--- src/rtl/wisc_pkg.sv ---
// Shared definitions for the 16-bit pipelined core.
//   state_e : memory-stage controller states
//   DATA_W  : datapath width
//   REG_W   : register-file index width
package wisc_pkg;

  localparam int DATA_W = 16;
  localparam int REG_W  = 4;

  typedef enum logic {
    IDLE   = 1'b0,
    ACCESS = 1'b1
  } state_e;

endpackage

--- src/rtl/mem_stage_ctrl.sv ---
// Memory-stage controller. Takes the Execute/Memory register outputs, runs
// loads/stores against a variable-latency req/ack data memory, freezes the
// upstream pipeline while a request is outstanding, and presents a registered
// writeback bundle to the Memory/Writeback boundary.
//
// Ports:
//   clk, rst                 clock, synchronous active-high reset
//   in_valid                 EX/MEM register holds a real instruction
//   alu_result, rd1          address / ALU value, store data
//   dst_reg, reg_write       destination and register-file write intent
//   mem_read, mem_write      load / store (store wins when both set)
//   mem_en, mem_wr           memory request strobe and direction
//   mem_addr, mem_wdata      memory request address and store data
//   mem_ack, mem_rdata       memory completion and load data
//   stall                    hold EX/MEM and all earlier stages
//   wb_valid, wb_we          writeback bundle valid, register-file write
//   wb_dst, wb_data          writeback destination and data
//   mem_err                  sticky timeout flag
module mem_stage_ctrl
  import wisc_pkg::*;
#(
  parameter int TIMEOUT = 16
) (
  input  logic              clk,
  input  logic              rst,
  input  logic              in_valid,
  input  logic [DATA_W-1:0] alu_result,
  input  logic [DATA_W-1:0] rd1,
  input  logic [REG_W-1:0]  dst_reg,
  input  logic              reg_write,
  input  logic              mem_read,
  input  logic              mem_write,
  output logic              mem_en,
  output logic              mem_wr,
  output logic [DATA_W-1:0] mem_addr,
  output logic [DATA_W-1:0] mem_wdata,
  input  logic              mem_ack,
  input  logic [DATA_W-1:0] mem_rdata,
  output logic              stall,
  output logic              wb_valid,
  output logic              wb_we,
  output logic [REG_W-1:0]  wb_dst,
  output logic [DATA_W-1:0] wb_data,
  output logic              mem_err
);

  localparam logic [7:0] CNT_LAST = 8'(TIMEOUT - 1);

  state_e            state, state_nxt;
  logic [7:0]        cnt;
  logic              is_mem_op;
  logic              timeout_hit;

  // request latches, captured on accept and held for the whole access
  logic [DATA_W-1:0] lat_addr;
  logic [DATA_W-1:0] lat_wdata;
  logic [REG_W-1:0]  lat_dst;
  logic              lat_we;
  logic              lat_wr;

  assign is_mem_op = in_valid & (mem_read | mem_write);

  always_comb begin
    state_nxt   = state;
    mem_en      = 1'b0;
    mem_wr      = 1'b0;
    mem_addr    = '0;
    mem_wdata   = '0;
    stall       = 1'b0;
    timeout_hit = 1'b0;
    unique case (state)
      IDLE: begin
        stall = is_mem_op;
        if (is_mem_op) state_nxt = ACCESS;
      end
      ACCESS: begin
        mem_en      = 1'b1;
        mem_wr      = lat_wr;
        mem_addr    = lat_addr;
        mem_wdata   = lat_wdata;
        // ack takes precedence over an expiring counter
        timeout_hit = ~mem_ack & (cnt == CNT_LAST);
        // release upstream on ack or abort; the held op is consumed either way
        stall       = ~mem_ack & ~timeout_hit;
        if (mem_ack | timeout_hit) state_nxt = IDLE;
      end
      default: state_nxt = IDLE;
    endcase
  end

  always_ff @(posedge clk) begin
    if (rst) begin
      state     <= IDLE;
      cnt       <= '0;
      mem_err   <= 1'b0;
      wb_valid  <= 1'b0;
      wb_we     <= 1'b0;
      wb_dst    <= '0;
      wb_data   <= '0;
      lat_addr  <= '0;
      lat_wdata <= '0;
      lat_dst   <= '0;
      lat_we    <= 1'b0;
      lat_wr    <= 1'b0;
    end else begin
      state <= state_nxt;
      unique case (state)
        IDLE: begin
          cnt <= '0;
          if (is_mem_op) begin
            lat_addr  <= alu_result;
            lat_wdata <= rd1;
            lat_dst   <= dst_reg;
            lat_wr    <= mem_write;
            lat_we    <= reg_write & ~mem_write;  // stores never write the RF
            wb_valid  <= 1'b0;
            wb_we     <= 1'b0;
          end else if (in_valid) begin
            wb_valid <= 1'b1;
            wb_we    <= reg_write;
            wb_dst   <= dst_reg;
            wb_data  <= alu_result;
          end else begin
            wb_valid <= 1'b0;
            wb_we    <= 1'b0;
          end
        end
        ACCESS: begin
          if (mem_ack) begin
            cnt      <= '0;
            wb_valid <= 1'b1;
            wb_dst   <= lat_dst;
            wb_we    <= lat_we;
            // a completed store reports its address as the writeback value
            wb_data  <= lat_wr ? lat_addr : mem_rdata;
          end else if (timeout_hit) begin
            cnt      <= '0;
            mem_err  <= 1'b1;
            wb_valid <= 1'b1;
            wb_we    <= 1'b0;
          end else begin
            cnt      <= cnt + 8'd1;
            wb_valid <= 1'b0;
            wb_we    <= 1'b0;
          end
        end
        default: begin
          cnt      <= '0;
          wb_valid <= 1'b0;
          wb_we    <= 1'b0;
        end
      endcase
    end
  end

endmodule
--- config.mk ---
export PLATFORM = sky130hd
export DESIGN_NAME = mem_stage_ctrl
export DESIGN_NICKNAME = d
export VERILOG_FILES = /design/src/rtl/wisc_pkg.sv /design/src/rtl/mem_stage_ctrl.sv
export SDC_FILE = /design/constraint.sdc
export NUM_CORES = 1
export LEC_CHECK = 0
export CORE_MARGIN = 4
export CORE_UTILIZATION = 41
export CTS_BUF_LIST = sky130_fd_sc_hd__clkbuf_16
export CTS_CLUSTER_DIAMETER = 100
export DETAILED_ROUTE_END_ITERATION = 12
export PLACE_DENSITY_LB_ADDON = 0.08
export SLEW_MARGIN = 25
export SYNTH_ARGS = -nofsm -noshare
export SYNTH_HDL_FRONTEND = slang
export SYNTH_SLANG_ARGS = --single-unit
export TNS_END_PERCENT = 50
--- constraint.sdc ---
create_clock -name clk -period 1.6 [get_ports clk]
set_clock_uncertainty 0.1 [all_clocks]
set_input_delay 0.32 -clock clk [delete_from_list [all_inputs] [get_ports clk]]
set_output_delay 0.32 -clock clk [all_outputs]
set_load 0.1 [all_outputs]
Word-level counts from Yosys, hierarchy flattened
Cells that the tools add are included.
{"block": "totals", "reg_bits": 70, "input_bits": 59, "output_inout_bits": 58, "wordCells": 60}
{"block": "classes", "add_sub_neg": 1, "eq_ne": 4, "mux": 30, "n_bitwise": 10, "reduce_logical": 3}
{"op": "$mux 16", "count": 6}
{"op": "$pmux 16 s2", "count": 1}
{"op": "$mux 8", "count": 2}
{"op": "$pmux 8 s2", "count": 1}
{"op": "$mux 1", "count": 12}
{"op": "$mux 4", "count": 3}
{"op": "$add 8x1->8 const B", "count": 1}
{"op": "$eq 8x4->1 const B", "count": 1}
{"op": "$pmux 1 s2", "count": 4}
{"op": "$pmux 4 s2", "count": 1}
{"op": "$ne 2x2->1 const B", "count": 3}
{"op": "$reduce_and 3->1", "count": 2}
{"op": "$and 1x1->1", "count": 4}
{"op": "$not 1->1", "count": 4}
{"op": "$or 1x1->1", "count": 2}
{"op": "$reduce_and 2->1", "count": 1}

Depth between registers and ports, before layout
Gate-level depths: netlist of the first run.
{"block": "depth", "word_depth": 6, "depth_mapped": 6, "depth_no_buf": 4}

Least setup slack after synthesis of the first run
Ideal clock, no wire load.
{"block": "synth_timing", "path_kind": "register to output", "startpoint": "register state", "endpoint": "output port mem_addr[15]", "t_arrival_ps": 2410, "path_slack_ps": -1230, "path_stages_with_launch": 5, "path_buffers": 3, "path_cell_list": "dfxtp_1 buf_6 buf_2 buf_2 and2_1"}
{"block": "synth_between", "elab_chain_len": 1}
{"item": "start: declaration", "line": "mem_stage_ctrl.sv:49", "text": "state_e state, state_nxt;"}
{"item": "start signal: assignment", "line": "mem_stage_ctrl.sv:106", "text": "state <= state_nxt;"}
{"item": "$mux 16", "line": "mem_stage_ctrl.sv:71", "text": "unique case (state)"}
{"item": "end: declaration", "line": "mem_stage_ctrl.sv:35", "text": "output logic [DATA_W-1:0] mem_addr,"}
No other way between the ends.

Worst setup path after layout of the first run
{"block": "layout_timing", "startpoint": "register cnt[7]", "endpoint": "output port stall"}
{"block": "layout_between", "elab_chain_len": 5}
{"item": "start: declaration", "line": "mem_stage_ctrl.sv:50", "text": "logic [7:0] cnt;"}
{"item": "start signal: assignment", "line": "mem_stage_ctrl.sv:142", "text": "cnt <= cnt + 8'd1;"}
{"item": "$eq 8x4->1", "line": "mem_stage_ctrl.sv:82", "text": "timeout_hit = ~mem_ack & (cnt == CNT_LAST);"}
{"item": "$and 1x1->1", "line": "mem_stage_ctrl.sv:82"}
{"item": "$not 1->1", "line": "mem_stage_ctrl.sv:84", "text": "stall = ~mem_ack & ~timeout_hit;"}
{"item": "$and 1x1->1", "line": "mem_stage_ctrl.sv:84"}
{"item": "$pmux 1 s2", "line": "mem_stage_ctrl.sv:71"}
{"item": "end: declaration", "line": "mem_stage_ctrl.sv:39", "text": "output logic stall,"}
No other way between the ends.

==> qor.txt, run 1 <==
Port-buffer cells -> 116
htree depth -> 3
Final nets -> 602
Final Hold Vio Count -> 0
nature of the critical path startpoint -> flip-flop
largest net degree at the start of global routing -> 47
Crit path max-delay family -> simple AND/OR/NAND/NOR gates
FF-to-FF End -> wb_dst[0]
met2 Use GR -> 0.414
Avg Cell Area, Syn -> 8.56 µm²
FF-to-FF Start -> state
gr busiest metal -> met2
Vias -> 3611
Syn Inst Count -> 385
share of layout cells above drive strength 1 -> 0.387
Power Dens Cells -> 829 nW/µm²
worst path bufs/invs -> 1
Via density -> 5.58
post-synthesis cell type count -> 36
RSZ-0062 raised after global routing -> yes
dpl ws -> -469 ps
maxcap violations -> 0
Post-Syn Area -> 3300 µm²
Max IR drop VDD -> 0.000576 V
fin util -> 0.798
WL per Instance -> 19.0 µm
# rows -> 32
crit path max fanout -> 2
I/O Pins -> 117
crit path DAT -> 1650 ps
critical path class -> flip-flop to primary output
hold wc startpoint -> mem_write
initial antenna violation count -> 0
Die W -> 97.7 µm
# setup viols final -> 58
vias in the first global route -> 3598
Initial DRT Pass Iterations -> 4
first-pass GRT wire length -> 18.6 mm
Starting Density -> 0.424
Critical Path RT -> 1180 ps
async set-reset flop share out of synthesis -> 0
Fin Setup TNS -> -6590 ps
violated checks -> negative setup slack
setup slack after layout -> -468 ps
Die H -> 97.7 µm
largest area contributor in the netlist -> dfxtp_1
CTS max path bufs -> 2
Yosys reg bits -> 70
Antenna Cells -> 0
most common cell after layout, fill and taps aside -> dfxtp_1
worst slew pin tran -> 529 ps
CP Cell Sequence -> or4_4 -> o21ai_4 -> nand2_8 -> buf_12
Hold Crit Class -> input port to flip-flop
Power, Total -> 5140 µW
core box area -> 7770 µm²
Area contributors post-synth -> dfxtp_1 (43%), o21ai_0 (8.5%), a21oi_1 (6.5%)
syn nets -> 445
placed cell count -> 601
Max Transition Viols Final -> 0
worst-skew pair later-pin latency -> 330 ps
ys flop type -> dfxtp_1
Max Fclk -> 0.484 GHz
total grt overflow -> 0
HPWL Detailed -> 7.38 mm
crit path time final -> 2070 ps
CTS tree -> built
LEAKAGE -> 0.00241 µW
drt drc -> 0
Slew headroom -> 0.647
status -> finished with violations
Yosys Warn Count -> 0
R2R Setup Slk -> -110 ps
CP max-delay cell -> or4_4
commonest cells after routing, fill and taps aside -> dfxtp_1 (68), buf_12 (63), clkdlybuf4s50_1 (55)
M3 GR Usage -> 0.0574
sequential fraction of the synthesis area -> 0.425
CTS clock-pin slew for the worst setup and hold paths -> 50 ps
post-route ant nets -> 0
CTS Root Cell -> clkbuf_16
WHS Path Cells -> 3
Area Growth Syn to Fin -> 88.0%
slowest stage delay, CP -> 550 ps
1st-iter DRT viols -> 210
Critical Path End Type -> primary output
Num CTS Buffers -> 9
Post-Layout Cell Count -> 647
total die area -> 9540 µm²
number of enable flip-flop cells after synthesis -> 0
final WL -> 12.3 mm
WHS Endpoint -> lat_wr
Reg2Reg Depth -> 4
Final Cycle Share -> 1.29
top-area cell type share of the netlist area -> 0.425
GR Util met1 -> 0.298
all-layer global routing usage -> 0.240
Final Wtd Congestion -> 0.818
clock sink count -> 70
-- flip-flops by register name, indices dropped and copies added (netlist names) --
signal	flops
lat_addr	16
lat_dst	4
lat_wdata	16
cnt	8
lat_we	1
state	1
mem_err	1
wb_valid	1
wb_data	16
wb_dst	4
lat_wr	1
wb_we	1
-- worst min-delay path, stage by stage --
cell and delay (ps):
dlymetal6s2s_1 160, nand2_1 90, a21oi_1 70
-- synth_stat cells (8+ instances only) --
master / instances
a21oi_1: 43
and2_1: 34
buf_2: 10
nand3_1: 40
mux2i_1: 16
dfxtp_1: 70
mux2_2: 16
o21ai_0: 56
nand4_1: 17
nand2_1: 8
clkbuf_1: 18
nor3_1: 8
-- metrics by stage --
stage | instance area, µm² | hold WS (ps)
global route | 6200 | 275
detailed placement | 5410 | 339
floorplan | 3490 | 318
global placement | 5410 | 330
CTS | 5950 | 351
finish | 6200 | 260
-- how the worst max path moves through the flow --
stage,start,end,slack (ps),depth (start not counted)
after floorplan,state,wb_dst[2],-140,5
final,cnt[7],stall,-470,4
after detailed placement,mem_write,wb_data[6],-470,5
after global placement,mem_write,wb_data[9],-420,5
after global routing,cnt[7],stall,-510,4
after CTS,cnt[7],stall,-470,4
-- area by class of cell --
class	instances	area (µm²)
Tap cell	102	128
Sequential cell	70	1410
Fill cell	473	1570
Multi-Input combinational cell	276	1910
Timing Repair Buffer	182	2490
Clock buffer	9	225
Clock inverter	5	21.3
Inverter	3	11.3
-- what timing repair did --
item,CTS,global route
pin swaps,4,6
setup buffers,13,13
gates resized for setup,36,59
hold buffers,0,0
gates cloned,4,4
endpoints found under the setup margin,63,101
-- logic make-up after synthesis --
family | count (synthesis) | synth area share
AOI/OAI and AO/OA | 109 | 0.179
DFF | 70 | 0.425
buffers and inverters | 39 | 0.0531
muxes | 32 | 0.103
xor gates and xnor gates | 3 | 0.00797
and+or+nand+nor | 131 | 0.228
adders and majority gates | 1 | 0.00380
-- power by group --
part | internal (µW) | switching, µW | leakage [µW]
Sequential | 1840 | 82.3 | 0.000573
Clock | 1010 | 698 | 0.000131
Combinational | 684 | 828 | 0.00170
Total | 3530 | 1610 | 0.00241
-- layer usage --
metal,vias to the layer above,share of wire
met5,-,0
met4,0,0.0089
met3,9,0.079
met2,151,0.51
met1,1747,0.40
li1,1704,-
No activity file was read; power rests on OpenSTA's default activity.
==> inputs of run 2 (changes only) <==
--- a/config.mk
+++ b/config.mk
@@ -6,11 +6,12 @@
 export NUM_CORES = 1
 export LEC_CHECK = 0
 export CORE_MARGIN = 4
-export CORE_UTILIZATION = 41
+export CORE_UTILIZATION = 48
 export CTS_BUF_LIST = sky130_fd_sc_hd__clkbuf_16
 export CTS_CLUSTER_DIAMETER = 100
 export DETAILED_ROUTE_END_ITERATION = 12
 export PLACE_DENSITY_LB_ADDON = 0.08
+export SETUP_SLACK_MARGIN = 0.1
 export SLEW_MARGIN = 25
 export SYNTH_ARGS = -nofsm -noshare
 export SYNTH_HDL_FRONTEND = slang
==> constraint.sdc (replaced) <==
create_clock -name clk -period 2.41 [get_ports clk]
set_clock_uncertainty 0.1 [all_clocks]
set_input_delay 0.482 -clock clk [delete_from_list [all_inputs] [get_ports clk]]
set_output_delay 0.482 -clock clk [all_outputs]
set_load 0.1 [all_outputs]
==> run 2 against run 1 <==
Critical path depth did not move. Routed wire length fell by 15%. The flow now finishes without violations. Final cell count fell by 11%. First-iteration DRC count fell by 5.2%. Largest cell class is now multi-input gates. Highest routed layer unchanged. Combinational power fell by 50%.
==> qor.txt, run 2 (same netlist as run 1, synthesis figures left out) <==
status -> completed
post-CTS setup buffers -> 0
Die H -> 90.9 µm
Final nets -> 552
CP max-delay cell -> or4_4
Initial DRT Pass Iterations -> 4
Slew headroom -> 0.349
Max IR drop VDD -> 0.000534 V
crit path max fanout -> 6
Starting Density -> 0.507
CTS max path bufs -> 2
initial antenna violation count -> 0
most common cell after layout, fill and taps aside -> dfxtp_1
1st-iter DRT viols -> 199
CTS Root Cell -> clkbuf_16
all-layer global routing usage -> 0.254
vias in the first global route -> 3355
R2R Setup Slk -> 440 ps
Area Growth Syn to Fin -> 57.9%
CTS tree -> built
Final Hold Vio Count -> 0
Power, Total -> 3390 µW
RSZ-0062 raised after global routing -> no
I/O Pins -> 117
first-pass GRT wire length -> 17.0 mm
total die area -> 8260 µm²
commonest cells after routing, fill and taps aside -> dfxtp_1 (67), clkdlybuf4s50_1 (56), o21ai_0 (55)
placed cell count -> 558
CP Launch Point -> cnt[5]
Crit path max-delay family -> simple AND/OR/NAND/NOR gates
worst-skew pair later-pin latency -> 330 ps
largest net degree at the start of global routing -> 47
Critical Path End Type -> primary output
# setup viols final -> 0
Final Cycle Share -> 0.943
Num CTS Buffers -> 9
total grt overflow -> 0
Fin Setup TNS -> 0 ps
Die W -> 90.9 µm
Hold Crit Class -> flip-flop to flip-flop
critical path class -> flip-flop to primary output
clock sink count -> 70
worst slew pin tran -> 970 ps
HPWL Detailed -> 7.00 mm
Max Transition Viols Final -> 0
hold wc startpoint -> cnt[0]
top flop regs -> lat_addr (16), lat_wdata (16), wb_data (16)
Final Wtd Congestion -> 0.762
LEAKAGE -> 0.00198 µW
Critical Path RT -> 1830 ps
drt drc -> 0
final instance area -> 5200 µm²
Post-Layout Cell Count -> 574
Antenna Cells -> 0
FF-to-FF Start -> state
WHS Path Cells -> 1
worst path bufs/invs -> 1
crit path DAT -> 1690 ps
post-route ant nets -> 0
htree depth -> 3
share of layout cells above drive strength 1 -> 0.304
post-placement cell area -> 4880 µm²
CP Cell Sequence -> or4_4 -> o21ai_4 -> nand2_2 -> buf_12
nature of the critical path startpoint -> flip-flop
fin util -> 0.801
slowest stage delay, CP -> 580 ps
# rows -> 29
WHS Endpoint -> cnt[0]
Max Fclk -> 0.440 GHz
crit path time final -> 2270 ps
CTS clock-pin slew for the worst setup and hold paths -> 50 ps
Power Dens Cells -> 652 nW/µm²
Reg2Reg Depth -> 3
maxcap violations -> 0
Vias -> 3376
WL per Instance -> 18.3 µm
core box area -> 6490 µm²
final WL -> 10.5 mm
Port-buffer cells -> 116
Via density -> 5.88
FF-to-FF End -> wb_data[1]
==> run 2: changes by cell type in the layout (fill, tap and decap cells not counted), sizes merged <==
cell,before,now
clkinv,4,5
clkdlybuf4s50,55,56
dlymetal6s2s,2,0
bufinv,0,2
dlygate4sd2,0,1
buf,121,75
clkbuf,12,9
inv,4,3
bufbuf,1,0
==> run 2: timing repair <==
item                                    4_1_cts  5_1_grt
resized for setup                             4        3
hold buffers                                  0        0
endpoints found under the setup margin        1        1
pin swaps                                     0        0
endpoints found under the hold margin         0        0
==> run 2: where the power goes <==
part	switching (µW)	internal (µW)
Combinational	481	281
Sequential	43.1	1220
Clock	477	889
==> run 2: worst register-to-register path: cells and delay by family, from the launching register on <==
family	cells	cell delay [ps]
AO/OA/AOI/OAI	2	1020
flip-flops	1	580
AND/OR/NAND/NOR	1	110
==> run 2: stage by stage <==
step                      hold slack (ps)  setup slack (ps)
final                                 349               136
after detailed placement              343             -49.8
after floorplan                       318              31.5
after global placement                332              80.2
after global routing                  385              96.7
after CTS                             356               107
==> run 2: per-layer routing <==
metal  track usage  vias up  wire (µm)  part of all wire
met1         0.314     1624       4440              0.42
met5             0        -          0                 0
met4        0.0905        0        170             0.016
li1              -     1603          -                 -
met3        0.0575       15        768             0.073
met2         0.434      134       5120              0.49
==> run 2: cell type report <==
class | count | area, µm²
Timing Repair Buffer | 132 | 1590
Inverter | 3 | 11.3
Clock inverter | 7 | 80.1
Sequential cell | 70 | 1410
Tap cell | 77 | 96.3
Multi-Input combinational cell | 276 | 1790
Fill cell | 428 | 1290
Clock buffer | 9 | 225
==> run 2: worst max path at each step <==
stage / to / slack [ps] / depth (start not counted)
5_1_grt: stall / 100 / 4
3_5_place_dp: wb_data[2] / -50 / 4
2_1_floorplan: mem_addr[15] / 30 / 4
4_1_cts: stall / 110 / 4
3_3_place_gp: wb_data[7] / 80 / 4
6_report: stall / 140 / 4
==> inputs of run 3 (changes only) <==
--- a/config.mk
+++ b/config.mk
@@ -5,14 +5,14 @@
 export SDC_FILE = /design/constraint.sdc
 export NUM_CORES = 1
 export LEC_CHECK = 0
-export CORE_MARGIN = 4
+export CAP_MARGIN = 15
 export CORE_UTILIZATION = 48
 export CTS_BUF_LIST = sky130_fd_sc_hd__clkbuf_16
 export CTS_CLUSTER_DIAMETER = 100
 export DETAILED_ROUTE_END_ITERATION = 12
 export PLACE_DENSITY_LB_ADDON = 0.08
 export SETUP_SLACK_MARGIN = 0.1
-export SLEW_MARGIN = 25
+export SLEW_MARGIN = 20
 export SYNTH_ARGS = -nofsm -noshare
 export SYNTH_HDL_FRONTEND = slang
 export SYNTH_SLANG_ARGS = --single-unit
==> run 3 against run 2 <==
The run now ends with design-rule violations left. Clock-buffer cell count unchanged. Sequential power about the same. Core utilization decreased by 0.48 points. Worst setup slack got worse by 21 ps. Clock power decreased by 9%. First-iteration DRC count increased by 37%. Sequential share of layout area increased by 0.11 points. Die area decreased by 13%. Cell area decreased by 0.60%. Total power decreased by 3.7%. Critical endpoint unchanged. Largest cell class unchanged.
==> qor.txt, run 3 (same netlist as run 1, synthesis figures left out) <==
htree depth -> 3
post-route ant nets -> 0
top flop regs -> lat_addr (16), lat_wdata (16), wb_data (16)
all-layer global routing usage -> 0.282
drt drc -> 10
dpl ws -> -60.4 ps
largest net degree at the start of global routing -> 47
HPWL Detailed -> 6.50 mm
Slew headroom -> 0.319
setup slack after layout -> 115 ps
clock sink count -> 70
total die area -> 7200 µm²
Max Fclk -> 0.436 GHz
Die H -> 84.9 µm
maxcap violations -> 0
Port-buffer cells -> 116
CTS max path bufs -> 2
post-CTS setup buffers -> 0
nature of the critical path startpoint -> flip-flop
violated checks -> design-rule violations
Max Transition Viols Final -> 0
FF-to-FF End -> wb_data[8]
CTS clock-pin slew for the worst setup and hold paths -> 50 ps
Critical Path End Type -> primary output
crit path DAT -> 1710 ps
Worst setup endpoint -> stall
vias in the first global route -> 3285
Antenna Cells -> 0
total grt overflow -> 0
CTS Root Cell -> clkbuf_16
# rows -> 29
CTS tree -> built
commonest cells after routing, fill and taps aside -> dfxtp_1 (69), clkdlybuf4s50_1 (56), o21ai_0 (55)
LEAKAGE -> 0.00196 µW
worst-skew pair later-pin latency -> 330 ps
Initial DRT Pass Iterations -> 8
Final nets -> 555
first-pass GRT wire length -> 16.0 mm
Max IR drop VDD -> 0.000562 V
initial antenna violation count -> 0
RSZ-0062 raised after global routing -> no
crit path time final -> 2290 ps
CP Launch Point -> cnt[4]
I/O Pins -> 117
Area Growth Syn to Fin -> 56.9%
Final Wtd Congestion -> 0.780
FF-to-FF Start -> state
worst slew pin tran -> 1020 ps
Hold Crit Class -> flip-flop to flip-flop
R2R Setup Slk -> 450 ps
most common cell after layout, fill and taps aside -> dfxtp_1
Power Dens Cells -> 631 nW/µm²
status -> finished with violations
Critical Path RT -> 1830 ps
Die W -> 84.9 µm
1st-iter DRT viols -> 273
WL per Instance -> 17.1 µm
Via density -> 5.84
final WL -> 9.85 mm
Reg2Reg Depth -> 3
Starting Density -> 0.507
Hold WS -> 349 ps
critical path class -> flip-flop to primary output
# setup viols final -> 0
Vias -> 3363
share of layout cells above drive strength 1 -> 0.305
Num CTS Buffers -> 9
core box area -> 6490 µm²
Final Cycle Share -> 0.952
crit path max fanout -> 6
Final Hold Vio Count -> 0
run 3: cell count changes in the layout (fill, tap and decap cells not counted), sizes merged:
cell,before,now
inv,3,2
bufinv,2,1
clkinvlp,0,1
buf,75,78
run 3: how the worst min path moves through the flow:
stage                start  endpoint  slack [ps]  cells after the start
finish              cnt[0]    cnt[0]         350                      1
global route        cnt[0]    cnt[0]         380                      1
CTS                 cnt[0]    cnt[0]         350                      1
detailed placement  cnt[0]    cnt[0]         340                      1
global placement    cnt[0]    cnt[0]         330                      1
floorplan           cnt[0]    cnt[0]         320                      1
run 3: where the power goes:
| part | switching (µW) | internal (µW) | total (µW) |
|---|---|---|---|
| clock | 462 | 781 | 1240 |
| combinational | 480 | 279 | 759 |
| sequential | 43.0 | 1220 | 1260 |
run 3: timing repair:
item | 4_1_cts | 5_1_grt
gates resized for setup | 4 | 1
endpoints found under the setup margin | 1 | 1
hold buffers | 0 | 0
run 3: through the flow:
stage | utilization | area [µm²] | total power, µW | instances | TNS [ps]
final | 0.796 | 5170 | 3270 | 576 | 0
after global routing | 0.796 | 5170 | 3370 | 576 | 0
after CTS | 0.795 | 5160 | 3270 | 576 | 0
after detailed placement | 0.751 | 4880 | 2040 | 561 | -477
after global placement | 0.751 | 4880 | 2020 | 561 | 0
after floorplan | - | 3350 | 1760 | 385 | 0
run 3: per-layer routing:
layer | GRT usage | routed length (µm)
met5 | 0 | 0
met4 | 0.117 | 154
met3 | 0.0574 | 705
met2 | 0.470 | 4790
met1 | 0.357 | 4210
run 3: layout make-up:
| cell class | instances | area (µm²) |
|---|---|---|
| multi-input cells | 276 | 1790 |
| repair buffers | 135 | 1590 |
| flip-flops and latches | 70 | 1400 |
| fillers | 416 | 1320 |
| clock buffers | 9 | 225 |
| well taps | 77 | 96.3 |
| clock inverters | 6 | 53.8 |
| inverters | 3 | 11.3 |
run 3: worst max-delay path: stages, from the launching register on:
cell and delay (ps):
dfxtp_1 370, or4_4 580, o21ai_4 180, nand2_2 90, buf_12 170
==> edit, RTL diff (config.mk and constraints of run 1) <==
The package constant `REG_W` goes from 4 to 6.
--- a/src/rtl/wisc_pkg.sv
+++ b/src/rtl/wisc_pkg.sv
@@ -5,7 +5,7 @@
 package wisc_pkg;
 
   localparam int DATA_W = 16;
-  localparam int REG_W  = 4;
+  localparam int REG_W  = 6;
 
   typedef enum logic {
     IDLE   = 1'b0,
Interface: changed (resized dst_reg and wb_dst); port bits go from 117 to 121. The function was not compared with the original's and may differ.
==> edit against run 1 <==
The flow still finishes with violations (setup timing). Area after synthesis up 5.8%. Fmax down 0.37%. Sequential power up 6%. Power up 9.3%. Cell count up 3.1%. Design area up 5.0%. Worst hold slack better by 120 ps. Critical path depth unchanged. Wire length up 2.4%. Count of clock-buffer cells in the layout unchanged. Sequential cell count up 4. Setup slack worse by 7.6 ps. Clock power up 16%.
==> edit: results (changes against run 1) <==
ys_seq_area_share_pct: 42.5  # about the same
synth_cell_types: 38  # was 36
leakage_nw: 2.50  # was 2.41 nW
netlist_top_cells_count: "dfxtp_1 (74), a21oi_1 (44), o21ai_0 (44)"  # was dfxtp_1 (70), o21ai_0 (56), a21oi_1 (43)
fin_ws_ps: -475  # was -468 ps
dieArea_sq_um: 10000  # was 9540 sq um
setup_violations: 62  # was 58
met2_usage_pct: 41.9  # was 41.4%
synth-xor-area-share_pct: 0.754  # was 0.797%
timing.setup.tns_ps: -7780  # was -6590 ps
fillers: 527  # was 473
hpwlAfterDp_mm: 7.91  # was 7.38 mm
globalplace.congestion: 0.833  # was 0.818
relSlewSlack_pct: 61.3  # was 64.7%
status: "complete, but fails checks"  # unchanged
netlist_instances: 398  # was 385
grtUsageTotal_pct: 23.0  # was 24.0%
ys_seq_elements: 74  # was 70
synthMuxAreaShare_pct: 11.5  # was 10.3%
final_net_count: 619  # was 602
r2r-start: "cnt[4]$_SDFF_PP0_"  # was state$_SDFF_PP0_
p_switching_w: 0.00175  # was 0.00161 W
hold_class: "flip-flop to flip-flop"  # was primary input to flip-flop
cts_resized: 15  # was 36
reg_top3: "lat_addr: 16 flops, lat_wdata: 16 flops, wb_data: 16 flops"  # unchanged
pre_cts_slack_ps: -400  # was -469 ps
violations: "setup timing"  # unchanged
grt_start_max_net_pins: 51  # was 47
seq_power_w: 0.00203  # was 0.00192 W
vias: 3671  # was 3611
rr_endpoint: "cnt[2]$_SDFF_PP0_"  # was wb_dst[0]$_SDFFE_PP0P_
rrSetupSlack_ps: -300  # was -110 ps
post-place-cells: 625  # was 601
port_buffers: 120  # was 116
seq_area_share_pct: 22.8  # was 22.7%
grt_pass1_wl_mm: 18.3  # was 18.6 mm
buffers: 185  # was 182
power.internal_w: 0.00387  # was 0.00353 W
synthTopCellsByArea: "dfxtp_1 (42%), a21oi_1 (6.3%), mux2i_1 (6.3%), o21ai_0 (6.3%), and2_1 (6.1%)"  # was dfxtp_1 (43%), o21ai_0 (8.5%), a21oi_1 (6.5%), and2_1 (6.5%), nand3_1 (6.1%)
syn_to_final_growth_pct: 86.6  # was 88.0%
start_kind: "flip-flop"  # unchanged
cts_setup_buffers: 9  # was 13
multi_input_area_sq_um: 2030  # was 1910 sq um
clk_share_pct: 4.54  # was 3.98%
postPlaceCellArea_sq_um: 5750  # was 5410 sq um
buf_share_pct: 39.2  # was 40.2%
synth_compound_area_share_pct: 20.0  # was 17.9%
multi_input_gates: 284  # was 276
use_met3_pct: 3.75  # was 5.74%
synth_adder_area_share_pct: 0.359  # was 0.380%
antenna_found_initial: 0  # unchanged
powerClk_w: 0.00199  # was 0.00171 W
drive_gt1_share_pct: 40.0  # was 38.7%
wirelength_mm: 12.6  # was 12.3 mm
vdd_drop_max_v: 0.000660  # was 0.000576 V
grt.met1_usage_pct: 27.4  # was 29.8%
drt_iter0_drc: 196  # was 210
[edit: cell count changes after synthesis, sizes merged, moves of 2 or more]
cell / change
a211oi: +6
a221oi: -4
buf: -4
clkbuf: +5
dfxtp: +4
mux2i: +6
nand2: +15
nand3: +2
nand4: -16
nor2b: -4
nor3: -2
o21ai: -14
o22ai: +16
[edit: worst min-delay path by stage]
stage                                    start                         end  slack [ps]  cells after the start
detailed placement     lat_dst[2]$_SDFFE_PP0P_     lat_dst[2]$_SDFFE_PP0P_         370                      2
finish               lat_wdata[9]$_SDFFE_PP0P_   lat_wdata[9]$_SDFFE_PP0P_         380                      2
floorplan                    cnt[0]$_SDFF_PP0_           cnt[0]$_SDFF_PP0_         330                      1
global placement    lat_wdata[10]$_SDFFE_PP0P_  lat_wdata[10]$_SDFFE_PP0P_         360                      2
global route        lat_wdata[13]$_SDFFE_PP0P_  lat_wdata[13]$_SDFFE_PP0P_         390                      2
CTS                    lat_dst[1]$_SDFFE_PP0P_     lat_dst[1]$_SDFFE_PP0P_         370                      2
[edit: worst max-delay path: cells and delay by family (launching register included)]
family / cells / cell delay (ps)
flip-flops: 1 / 320
AO/OA/AOI/OAI: 1 / 220
AND/OR/NAND/NOR: 2 / 620
buffers and inverters: 1 / 160
[edit: kinds of logic (layout without fill, tap and decap cells)]
| family | after synthesis | after routing |
|---|---|---|
| and+or+nand+nor | 127 | 127 |
| DFF | 74 | 74 |
| buffers and inverters | 40 | 204 |
| muxes | 38 | 38 |
| adders and majority gates | 1 | 1 |
| xor gates and xnor gates | 3 | 3 |
| AOI/OAI and AO/OA | 115 | 115 |
[edit: metal layers]
layer,routed length [um],part of all wire [%]
met3,841,6.7
met5,0,0
met1,4960,39
met2,6640,53
met4,165,1.3
